## src/rtl/dcache_pkg.sv

```systemverilog
// dcache shared definitions: field widths, FSM state encodings, block/byte helpers.
// Imported by dcache and dcache_array.
package dcache_defs;

  localparam int ADDR_WIDTH     = 8;
  localparam int INDEX_BITS     = 3;
  localparam int OFFSET_BITS    = 2;
  localparam int TAG_BITS       = ADDR_WIDTH - INDEX_BITS - OFFSET_BITS;
  localparam int MEM_ADDR_WIDTH = ADDR_WIDTH - OFFSET_BITS;
  localparam int BLOCK_WIDTH    = 32;
  localparam int NUM_BLOCKS     = 1 << INDEX_BITS;

  localparam logic [1:0] ST_IDLE      = 2'd0;
  localparam logic [1:0] ST_WRITEBACK = 2'd1;
  localparam logic [1:0] ST_FETCH     = 2'd2;
  localparam logic [1:0] ST_UPDATE    = 2'd3;

  typedef logic [TAG_BITS-1:0]    tag_t;
  typedef logic [INDEX_BITS-1:0]  index_t;
  typedef logic [OFFSET_BITS-1:0] offset_t;
  typedef logic [BLOCK_WIDTH-1:0] block_t;

  // Little-endian byte lane: offset 0 selects bits [7:0].
  function automatic logic [7:0] byte_sel(input block_t blk, input offset_t off);
    return blk[{off, 3'b000} +: 8];
  endfunction

endpackage

```

## src/rtl/dcache_array.sv

```systemverilog
// Purpose: tag/valid/dirty/data storage for the direct-mapped cache, async-cleared metadata.
// Latency: combinational read at index; byte write and block fill take effect at posedge.
// Backpressure: none; the controller never asserts byte write and fill together.
module dcache_array
  import dcache_defs::*;
(
  input  logic       clk,
  input  logic       rst_n,
  input  index_t     index,
  output tag_t       rd_tag,
  output logic       rd_valid,
  output logic       rd_dirty,
  output block_t     rd_block,
  input  logic       byte_we,
  input  offset_t    byte_offset,
  input  logic [7:0] byte_data,
  input  logic       fill_we,
  input  tag_t       fill_tag,
  input  block_t     fill_block
);

  logic [NUM_BLOCKS-1:0] valid_q, valid_d;
  logic [NUM_BLOCKS-1:0] dirty_q, dirty_d;
  tag_t                  tag_q  [NUM_BLOCKS];
  tag_t                  tag_d  [NUM_BLOCKS];
  block_t                data_q [NUM_BLOCKS];
  block_t                data_d [NUM_BLOCKS];

  assign rd_tag   = tag_q[index];
  assign rd_valid = valid_q[index];
  assign rd_dirty = dirty_q[index];
  assign rd_block = data_q[index];

  always_comb begin
    valid_d = valid_q;
    dirty_d = dirty_q;
    tag_d   = tag_q;
    data_d  = data_q;
    if (fill_we) begin
      valid_d[index] = 1'b1;
      dirty_d[index] = 1'b0;
      tag_d[index]   = fill_tag;
      data_d[index]  = fill_block;
    end else if (byte_we) begin
      dirty_d[index] = 1'b1;
      data_d[index][{byte_offset, 3'b000} +: 8] = byte_data;
    end
  end

  always_ff @(posedge clk or negedge rst_n) begin
    if (!rst_n) begin
      valid_q <= '0;
      dirty_q <= '0;
      for (int i = 0; i < NUM_BLOCKS; i++) tag_q[i] <= '0;
    end else begin
      valid_q <= valid_d;
      dirty_q <= dirty_d;
      tag_q   <= tag_d;
    end
  end

  // Data contents are don't-care until a fill marks the line valid.
  always_ff @(posedge clk) begin
    data_q <= data_d;
  end

endmodule

```

## src/rtl/dcache.sv

```systemverilog
// Purpose: direct-mapped write-back write-allocate byte cache between CPU and 32-bit block memory.
// Latency: hits are zero-wait; a miss costs 1+(L+1)+1 cycles, plus L+1 for a dirty victim.
// Backpressure: BUSYWAIT stalls the CPU on miss; memory completion waits for busy seen then dropped.
module dcache
  import dcache_defs::*;
(
  input  logic                      CLK,
  input  logic                      RESET,
  input  logic                      READ,
  input  logic                      WRITE,
  input  logic [ADDR_WIDTH-1:0]     ADDRESS,
  input  logic [7:0]                WRITEDATA,
  output logic [7:0]                READDATA,
  output logic                      BUSYWAIT,
  output logic                      MEM_READ,
  output logic                      MEM_WRITE,
  output logic [MEM_ADDR_WIDTH-1:0] MEM_ADDRESS,
  output logic [BLOCK_WIDTH-1:0]    MEM_WRITEDATA,
  input  logic [BLOCK_WIDTH-1:0]    MEM_READDATA,
  input  logic                      MEM_BUSYWAIT
);

  logic [1:0] state_q, state_d;
  logic       seen_busy_q, seen_busy_d;
  block_t     fill_q, fill_d;

  tag_t    tag_in;
  index_t  index_in;
  offset_t offset_in;
  tag_t    rd_tag;
  logic    rd_valid, rd_dirty;
  block_t  rd_block;
  logic    req, hit, is_idle, mem_done, byte_we, fill_we;

  assign tag_in    = ADDRESS[ADDR_WIDTH-1 -: TAG_BITS];
  assign index_in  = ADDRESS[OFFSET_BITS +: INDEX_BITS];
  assign offset_in = ADDRESS[OFFSET_BITS-1:0];

  assign req      = READ | WRITE;
  assign hit      = rd_valid & (rd_tag == tag_in);
  assign is_idle  = (state_q == ST_IDLE);
  assign BUSYWAIT = req & ~(is_idle & hit);
  assign READDATA = byte_sel(rd_block, offset_in);

  // READ has priority: a simultaneous WRITE is treated as a plain load.
  assign byte_we  = is_idle & hit & WRITE & ~READ;
  // Some memories raise busy a cycle late, so completion needs busy to have been seen first.
  assign mem_done = ~MEM_BUSYWAIT & seen_busy_q;

  always_comb begin
    state_d     = state_q;
    seen_busy_d = seen_busy_q;
    fill_d      = fill_q;
    fill_we     = 1'b0;
    case (state_q)
      ST_IDLE: begin
        if (req && !hit) state_d = (rd_valid && rd_dirty) ? ST_WRITEBACK : ST_FETCH;
      end
      ST_WRITEBACK: begin
        if (mem_done) state_d = ST_FETCH;
      end
      ST_FETCH: begin
        if (mem_done) begin
          state_d = ST_UPDATE;
          fill_d  = MEM_READDATA;
        end
      end
      ST_UPDATE: begin
        fill_we = 1'b1;
        state_d = ST_IDLE;
      end
      default: state_d = ST_IDLE;
    endcase
    if ((state_q == ST_WRITEBACK || state_q == ST_FETCH) && MEM_BUSYWAIT) seen_busy_d = 1'b1;
    if (state_d != state_q) seen_busy_d = 1'b0;
  end

  always_ff @(posedge CLK or negedge RESET) begin
    if (!RESET) begin
      state_q     <= ST_IDLE;
      seen_busy_q <= 1'b0;
      fill_q      <= '0;
    end else begin
      state_q     <= state_d;
      seen_busy_q <= seen_busy_d;
      fill_q      <= fill_d;
    end
  end

  // Memory-side outputs decode straight from state so a reset drops the request at once.
  always_comb begin
    MEM_READ      = 1'b0;
    MEM_WRITE     = 1'b0;
    MEM_ADDRESS   = '0;
    MEM_WRITEDATA = '0;
    case (state_q)
      ST_WRITEBACK: begin
        MEM_WRITE     = 1'b1;
        MEM_ADDRESS   = {rd_tag, index_in};
        MEM_WRITEDATA = rd_block;
      end
      ST_FETCH: begin
        MEM_READ    = 1'b1;
        MEM_ADDRESS = {tag_in, index_in};
      end
      default: ;
    endcase
  end

  dcache_array u_array (
    .clk         (CLK),
    .rst_n       (RESET),
    .index       (index_in),
    .rd_tag      (rd_tag),
    .rd_valid    (rd_valid),
    .rd_dirty    (rd_dirty),
    .rd_block    (rd_block),
    .byte_we     (byte_we),
    .byte_offset (offset_in),
    .byte_data   (WRITEDATA),
    .fill_we     (fill_we),
    .fill_tag    (tag_in),
    .fill_block  (fill_q)
  );

endmodule

```

## config.mk

```make
export PLATFORM = sky130hd
export DESIGN_NAME = dcache
export DESIGN_NICKNAME = d
export VERILOG_FILES = /design/src/rtl/dcache_pkg.sv /design/src/rtl/dcache_array.sv /design/src/rtl/dcache.sv
export SDC_FILE = /design/constraint.sdc
export NUM_CORES = 1
export LEC_CHECK = 0
export CAP_MARGIN = 20
export CORE_UTILIZATION = 50
export DETAILED_ROUTE_END_ITERATION = 10
export PLACE_DENSITY = 0.69
export SETUP_SLACK_MARGIN = 0.1
export SLEW_MARGIN = 20
export SYNTH_ARGS = -nofsm -noshare
export SYNTH_HDL_FRONTEND = slang
export SYNTH_SLANG_ARGS = --single-unit
export TNS_END_PERCENT = 1
```

## constraint.sdc

```tcl
create_clock -name CLK -period 4.6 [get_ports CLK]
set_clock_uncertainty 0.05 [all_clocks]
set_input_delay 0.46 -clock CLK [delete_from_list [all_inputs] [get_ports CLK]]
set_output_delay 0.46 -clock CLK [all_outputs]
set_load 0.02 [all_outputs]
```

==> implementation parameters, run 1 <==
Parameter                              Value

Status
  Outcome ... finished, final reports clean

Synth
  Most instantiated flip-flop cell in the synthesis netlist ... sky130_fd_sc_hd__edfxtp_1
  Sequential-to-total area share from yosys stat ... 0.635
  Post-synthesis share of cell area spent on xor and xnor gates ... 0.000581
  Syn_area_per_cell ... 12.4 um2
  Top cell type's share of synthesized area ... 0.510
  Adder-cell share of the synthesized area ... 0.00748
  Largest family of logic cells by synthesized area ... simple AND/OR/NAND/NOR gates
  Post-synthesis compound-gate area fraction ... 0.101
  Distinct cell type count of the synthesized netlist ... 58
  Nets in the synthesized netlist ... 1279
  Number of synthesized register bits ... 331
  Main area contributors after synthesis ... sky130_fd_sc_hd__edfxtp_1 (51%), sky130_fd_sc_hd__dfrtp_1 (12%), sky130_fd_sc_hd__nor2_1 (8.0%)
  Dominant cell by count in the synthesized netlist ... sky130_fd_sc_hd__nor2_1
  Portion of netlist area occupied by mux cells ... 0.106
  Yosys warning count ... 0
  Fraction of synthesis flops using an asynchronous set or reset pin ... 0.227
  Commonest cells in the synthesized netlist ... sky130_fd_sc_hd__nor2_1 (320), sky130_fd_sc_hd__edfxtp_1 (256), sky130_fd_sc_hd__dfrtp_1 (75), sky130_fd_sc_hd__mux2_2 (71), sky130_fd_sc_hd__clkbuf_1 (56)
  Mapped Cells ... 1217
  Post-synthesis share of cell area spent on and, or, nand and nor gates ... 0.123
  Number of synthesized flops with an enable pin ... 256
  Cell type with the highest aggregate area in the netlist ... sky130_fd_sc_hd__edfxtp_1
  Netlist area before placement ... 15100 um2

Drt
  Routed length per instance ... 26.7 um
  Post-route ant nets ... 0
  Violation count after the first detailed-route iteration ... 1586
  Final routed wirelength across all metal layers ... 46700 um
  Drt drc ... 0
  Average via count per standard cell ... 6.25
  Vias after detailed routing ... 11000
  Drt first pass iters ... 7

Worst setup path
  Endpoint class of the critical path ... primary output
  Critical-path cell with the highest stage delay ... sky130_fd_sc_hd__buf_2
  Signal arrival time at the worst endpoint ... 3.69 ns
  Register-to-Register Path Depth ... 6
  R2r startpoint ... state_q[1]
  Crit path top cell by count ... sky130_fd_sc_hd__o21ai_0
  Sort of element at the start of the critical path ... input port
  CP Buf/Inv Count ... 3
  Critical register-to-register path endpoint ... u_array.data_q[142]
  Dominant delay contributor by cell family on the critical path ... buffers and inverters
  Category of the critical setup timing path ... input port to primary output
  Cells along the critical path ... buf_2 > buf_4 > mux2i_1 > o21ai_0 > a222oi_1 > o21ai_0 > mux4_2 > clkdlybuf4s50_1
  Worst setup slack for register-to-register paths ... 1.01 ns
  Maximum fanout count along the critical path ... 29
  Data required time at the worst endpoint ... 4.09 ns
  CP peak stage delay ... 0.62 ns

STA
  Setup TNS ... 0 ns
  Finish-stage setup viols ... 0
  Hold_ws ... 0.0447 ns
  Pin slew with the least headroom to its limit ... 1.06 ns
  Ratio of final minimum period to clock period ... 0.912
  Post-layout worst setup margin ... 0.405 ns
  RSZ-0062 raised after global routing ... no
  Final Hold Fails ... 0
  Worst max-slew margin expressed relative to the limit ... 0.296
  Final critical-path required period ... 4.20 ns
  Maximum operating frequency ... 238 MHz
  Max-slew violation total from the final report ... 0

Layout
  Ant. Diodes ... 0
  Layout filler cell count ... 2422
  Area delta synth->final ... 18.4%
  Post-Route Utilization ... 0.602
  Proportion of layout cells with a drive suffix above 1 ... 0.161
  Layout Nets ... 1397

Power and ir drop
  Total net switching power ... 2250 uW
  Pwr per Cell Area ... 454 nW/um2
  Part of the total power dissipated in the clock network ... 0.351
  Power, Total ... 8100 uW
  Net Sw Frac ... 0.278
  Register share of total power ... 0.456
  Worst-case vdd ir drop ... 374 uV
  Leakage Power ... 0.00585 uW
  P_int ... 5840 uW
  Combinational cell fraction of total power ... 0.192

Floorplanning
  Placeable core area ... 29600 um2
  Ports ... 102
  Die outline height ... 176 um
  Site row count ... 63
  Die width ... 176 um
  Starting Density ... 0.508
  Total Die Area ... 30800 um2

Flow run
  Count of maximum capacitance violations ... 0

Clock tree
  Number of sinks driven by the clock tree ... 331
  Worst-case clock buffer depth ... 3
  Cells resized by post-CTS repair ... 0
  Skew-Pair Late Insertion Delay ... 0.53 ns
  Clock tree from TritonCTS ... yes
  Post-CTS clock slew at the launch and capture registers of the worst setup and hold paths ... 0.06 ns
  Post-CTS Repair Setup Buffers ... 0
  H-Tree Depth ... 2
  Library cell used as clock root buffer ... sky130_fd_sc_hd__clkbuf_16
  Total CTS buffers ... 36
  Total of hold buffers inserted after clock tree synthesis ... 0

Global route
  Remaining global-route overflow ... 0
  First-pass GRT wire length ... 69700 um
  Number of antenna violations at the first check in global routing ... 0
  Global routing usage summed across all routing layers ... 0.309
  Largest net degree at the start of global routing ... 76
  Vias in the first global route ... 10900

Place
  PortBufs ... 101
  Post-place setup slack ... 0.485 ns
  Final estimated routing congestion in global placement ... 0.949
  Total half-perimeter wirelength after legalization and detailed placement ... 32100 um

Hold path
  Min-delay worst type ... input port to asynchronous set/reset pin
-- state kept, by name, summed over array words and instances, names as in the netlist, named ones only --
name / flops
u_array.tag_q: 24
fill_q: 32
u_array.valid_q: 8
seen_busy_q: 1
state_q: 2
u_array.data_q: 256
-- routing by layer --
metal  global-route usage  up-vias  share of wire
li1                     -     4717              -
met1                0.411     5419           0.38
met2                0.499      691           0.48
met3               0.0610      127           0.10
met4                0.121        0          0.041
met5                    0        -              0
-- power groups by stage --
stage	logic, uW	clock network, uW	registers [uW]
floorplan	962	0	3680
global placement	1510	0	3740
detailed placement	1540	0	3750
CTS	1540	2860	3690
global route	1660	2970	3720
finish	1560	2840	3700
-- stage by stage --
stage | cell area, um2 | instances
detailed placement | 16700 | 1686
global placement | 16700 | 1686
finish | 17800 | 1752
global route | 17800 | 1752
floorplan | 15100 | 1217
CTS | 17800 | 1751
-- placed cells by master, fill, tap and decap left out, types with 34 or more instances in the layout --
master                            count
sky130_fd_sc_hd__a22oi_1             54
sky130_fd_sc_hd__and2_1              36
sky130_fd_sc_hd__buf_4               63
sky130_fd_sc_hd__clkbuf_16           37
sky130_fd_sc_hd__clkdlybuf4s50_1     97
sky130_fd_sc_hd__dfrtp_1             75
sky130_fd_sc_hd__edfxtp_1           256
sky130_fd_sc_hd__mux2_2              71
sky130_fd_sc_hd__mux2i_1             41
sky130_fd_sc_hd__nand2_1             43
sky130_fd_sc_hd__nor2_1             320
sky130_fd_sc_hd__o21ai_0             34
-- how the worst max path moves through the flow --
| stage | depth (start not counted) | from | slack (ns) | to |
|---|---|---|---|---|
| 2_1_floorplan | 9 | ADDRESS[2] | 1.66 | u_array.data_q[100] |
| 3_5_place_dp | 9 | ADDRESS[2] | 0.49 | READDATA[5] |
| 6_report | 8 | ADDRESS[3] | 0.40 | READDATA[6] |
| 5_1_grt | 9 | ADDRESS[2] | 0.34 | READDATA[5] |
| 4_1_cts | 9 | ADDRESS[2] | 0.47 | READDATA[5] |
| 3_3_place_gp | 9 | ADDRESS[2] | 0.49 | READDATA[5] |
-- logic make-up after synthesis --
| logic type | Yosys count |
|---|---|
| AND/OR/NAND/NOR | 438 |
| flip-flops | 331 |
| AO/OA/AOI/OAI | 215 |
| multiplexers | 129 |
| buffers and inverters | 94 |
| adder cells (fa/ha/maj) | 9 |
| XOR/XNOR | 1 |
-- area by class of cell --
class                           instances  area (um2)  area share
Clock buffer                           47         963      0.0540
Clock inverter                         18         176     0.00989
Timing Repair Buffer                  165        1500      0.0840
Tap cell                              390         488      0.0274
Inverter                                9        33.8     0.00189
Multi-Input combinational cell        792        5110       0.287
Sequential cell                       331        9560       0.536
(Power assumes the default switching activity.)
==> run 2: changes to the inputs <==
- CORE_UTILIZATION: 50 -> 60
- PLACE_DENSITY: 0.69 -> 0.81
- SLEW_MARGIN: 20 -> 25
==> run 2 against run 1 <==
Effect of this change: sequential share of layout area hardly changed; hold slack improved by 0.27 ns; setup slack improved by 0.23 ns.
==> implementation parameters, run 2 (synthesis gave the netlist of run 1 again) <==
Parameter                              Value

Worst setup path
  Category of the critical setup timing path ... input port to primary output
  Sort of element at the start of the critical path ... input port
  Data required time at the worst endpoint ... 4.09 ns (about the same)
  Critical-path cell with the highest stage delay ... sky130_fd_sc_hd__clkdlybuf4s50_1
  Maximum fanout count along the critical path ... 30 (+3.4%)
  Endpoint class of the critical path ... primary output
  Signal arrival time at the worst endpoint ... 3.46 ns (-0.23 ns)
  CP peak stage delay ... 0.56 ns (-0.06 ns)
  Cells along the critical path ... buf_4 > buf_4 > nor2_1 > nand2_1 > o21ai_0 > a222oi_1 > o21ai_0 > mux4_2 > clkdlybuf4s50_1

Power and ir drop
  Total net switching power ... 2200 uW (-2.5%)
  Leakage Power ... 0.00589 uW (+0.74%)
  Pwr per Cell Area ... 448 nW/um2 (-1.3%)
  Worst-case vdd ir drop ... 371 uV (-0.72%)
  P_int ... 5790 uW (-1.0%)
  Part of the total power dissipated in the clock network ... 0.342 (-0.009)
  Register share of total power ... 0.464 (+0.008)
  Net Sw Frac ... 0.275 (-0.00303)
  Combinational cell fraction of total power ... 0.193 (about the same)

STA
  Final critical-path required period ... 3.97 ns (-0.229 ns)
  Worst max-slew margin expressed relative to the limit ... 0.243 (-0.0532)
  Setup TNS ... 0 ns (unchanged)
  Final Hold Fails ... 0 (unchanged)
  Ratio of final minimum period to clock period ... 0.862 (-0.0498)
  Pin slew with the least headroom to its limit ... 1.14 ns (+0.0798 ns)
  Finish-stage setup viols ... 0 (unchanged)
  RSZ-0062 raised after global routing ... no
  Max-slew violation total from the final report ... 0 (unchanged)
  Maximum operating frequency ... 252 MHz (+5.8%)

Global route
  Vias in the first global route ... 11000 (+1.7%)
  First-pass GRT wire length ... 66600 um (-4.5%)
  Remaining global-route overflow ... 0 (unchanged)
  Number of antenna violations at the first check in global routing ... 1 (+1)
  Largest net degree at the start of global routing ... 76 (unchanged)
  Global routing usage summed across all routing layers ... 0.351 (+0.0422)

Floorplanning
  Total Die Area ... 25700 um2 (-16%)
  Placeable core area ... 24500 um2 (-17%)
  Site row count ... 57 (-9.5%)
  Die outline height ... 160 um (-8.6%)
  Starting Density ... 0.616 (+0.108)
  Die width ... 160 um (-8.6%)
  Ports ... 102 (unchanged)

Clock tree
  Skew-Pair Late Insertion Delay ... 0.52 ns (about the same)
  Clock tree from TritonCTS ... yes
  Number of sinks driven by the clock tree ... 331 (unchanged)
  Total CTS buffers ... 34 (-5.6%)
  Worst-case clock buffer depth ... 3 (unchanged)
  Library cell used as clock root buffer ... sky130_fd_sc_hd__clkbuf_16
  Post-CTS Repair Setup Buffers ... 0 (unchanged)
  Cells resized by post-CTS repair ... 0 (unchanged)
  H-Tree Depth ... 2 (unchanged)
  Post-CTS clock slew at the launch and capture registers of the worst setup and hold paths ... 0.06 ns (about the same)

Drt
  Vias after detailed routing ... 11200 (+2.4%)
  Violation count after the first detailed-route iteration ... 1649 (+4.0%)
  Final routed wirelength across all metal layers ... 44200 um (-5.3%)
  Drt first pass iters ... 7 (unchanged)
  Drt drc ... 0 (unchanged)
  Average via count per standard cell ... 6.63 (+6.0%)
  Routed length per instance ... 26.1 um (-2.0%)
  Post-route ant nets ... 0 (unchanged)

Layout
  Area delta synth->final ... 18.3% (about the same)
  Post-route design area ... 17800 um2 (about the same)
  Layout Nets ... 1403 (+0.43%)
  Leading cell type in the layout, fill and taps excluded ... sky130_fd_sc_hd__nor2_1
  Area used by multi-input combinational logic ... 5110 um2 (unchanged)
  Commonest non-fill, non-tap cells in the layout ... sky130_fd_sc_hd__nor2_1 (318), sky130_fd_sc_hd__edfxtp_1 (256), sky130_fd_sc_hd__clkdlybuf4s50_1 (97)
  Register cell area after layout ... 9560 um2 (unchanged)
  Regs by FF count ... u_array.data_q x256, fill_q x32, u_array.tag_q x24
  Flip-flop count of the largest register, all copies and words added ... 256 (unchanged)
  Register ranked first by flip-flop count ... u_array.data_q
  Proportion of layout cells with a drive suffix above 1 ... 0.169 (+0.00819)
  Layout filler cell count ... 1580 (-35%)

Hold path
  Min-delay worst type ... input port to asynchronous set/reset pin

Place
  Total half-perimeter wirelength after legalization and detailed placement ... 30200 um (-5.8%)
  Final estimated routing congestion in global placement ... 0.965 (+1.6%)
  PortBufs ... 101 (unchanged)
  Post-place instance area ... 16700 um2 (-0.19%)

Status
  Outcome ... finished, final reports clean

Flow run
  Count of maximum capacitance violations ... 0 (unchanged)
## run 2: what timing repair did
| item | CTS | global route |
|---|---|---|
| endpoints found under the setup margin | 0 | 0 |
| hold buffers | 0 | 1 |
| hold endpoints to repair | 0 | 18 |
## run 2: power by group through the flow
stage / logic (uW) / registers [uW] / clock network, uW
floorplan: 962 / 3680 / 0
global placement: 1480 / 3750 / 0
detailed placement: 1510 / 3750 / 0
CTS: 1520 / 3700 / 2740
global route: 1640 / 3730 / 2850
finish: 1540 / 3710 / 2730
## run 2: worst paths after layout
path / startpoint / depth (start not counted) / endpoint / slack [ns]
setup / recovery: ADDRESS[4] / 9 / READDATA[6] / 0.63
hold / removal: RESET / 2 / fill_q[5] / 0.31
setup reg to reg: u_array.valid_q[5] / 7 / u_array.data_q[18] / 1.23
hold reg to reg: u_array.valid_q[6] / 1 / u_array.valid_q[6] / 0.42
max in group asynchronous: RESET / 3 / asynchronous set/reset pin / 3.63
min in group CLK: u_array.valid_q[6] / 1 / u_array.valid_q[6] / 0.42
## run 2: per-layer routing
| layer | up-vias | global-route usage | part of all wire |
|---|---|---|---|
| met4 | 2 | 0.177 | 0.053 |
| li1 | 4744 | - | - |
| met5 | - | 0 | 0.00029 |
| met1 | 5448 | 0.457 | 0.36 |
| met3 | 182 | 0.0927 | 0.13 |
| met2 | 842 | 0.546 | 0.46 |
## run 2: layout make-up
class / instances / share of cell area
tap: 324 / 0.0227
clock inverter: 17 / 0.00688
clock buffer: 45 / 0.0559
timing repair buffer: 173 / 0.0889
antenna: 1 / 0.000140
sequential: 331 / 0.537
inverter: 9 / 0.00190
multi-input combinational: 792 / 0.287
## run 2: critical path, delay by kind of cell
| kind | cells | cell delay [ns] |
|---|---|---|
| mux | 1 | 0.54 |
| simple gates | 2 | 0.43 |
| buf+inv | 3 | 1.32 |
| compound gates | 3 | 0.66 |
## run 2: stage by stage
step	cells	hold WS (ns)	util	worst slack, ns	power [uW]
after floorplan	1217	0.114	-	1.66	4640
after global placement	1627	0.395	0.681	0.836	5220
after detailed placement	1627	0.397	0.681	0.822	5260
after CTS	1689	0.0545	0.727	0.808	7950
after global routing	1691	0.350	0.728	0.587	8220
final	1692	0.314	0.729	0.634	7980
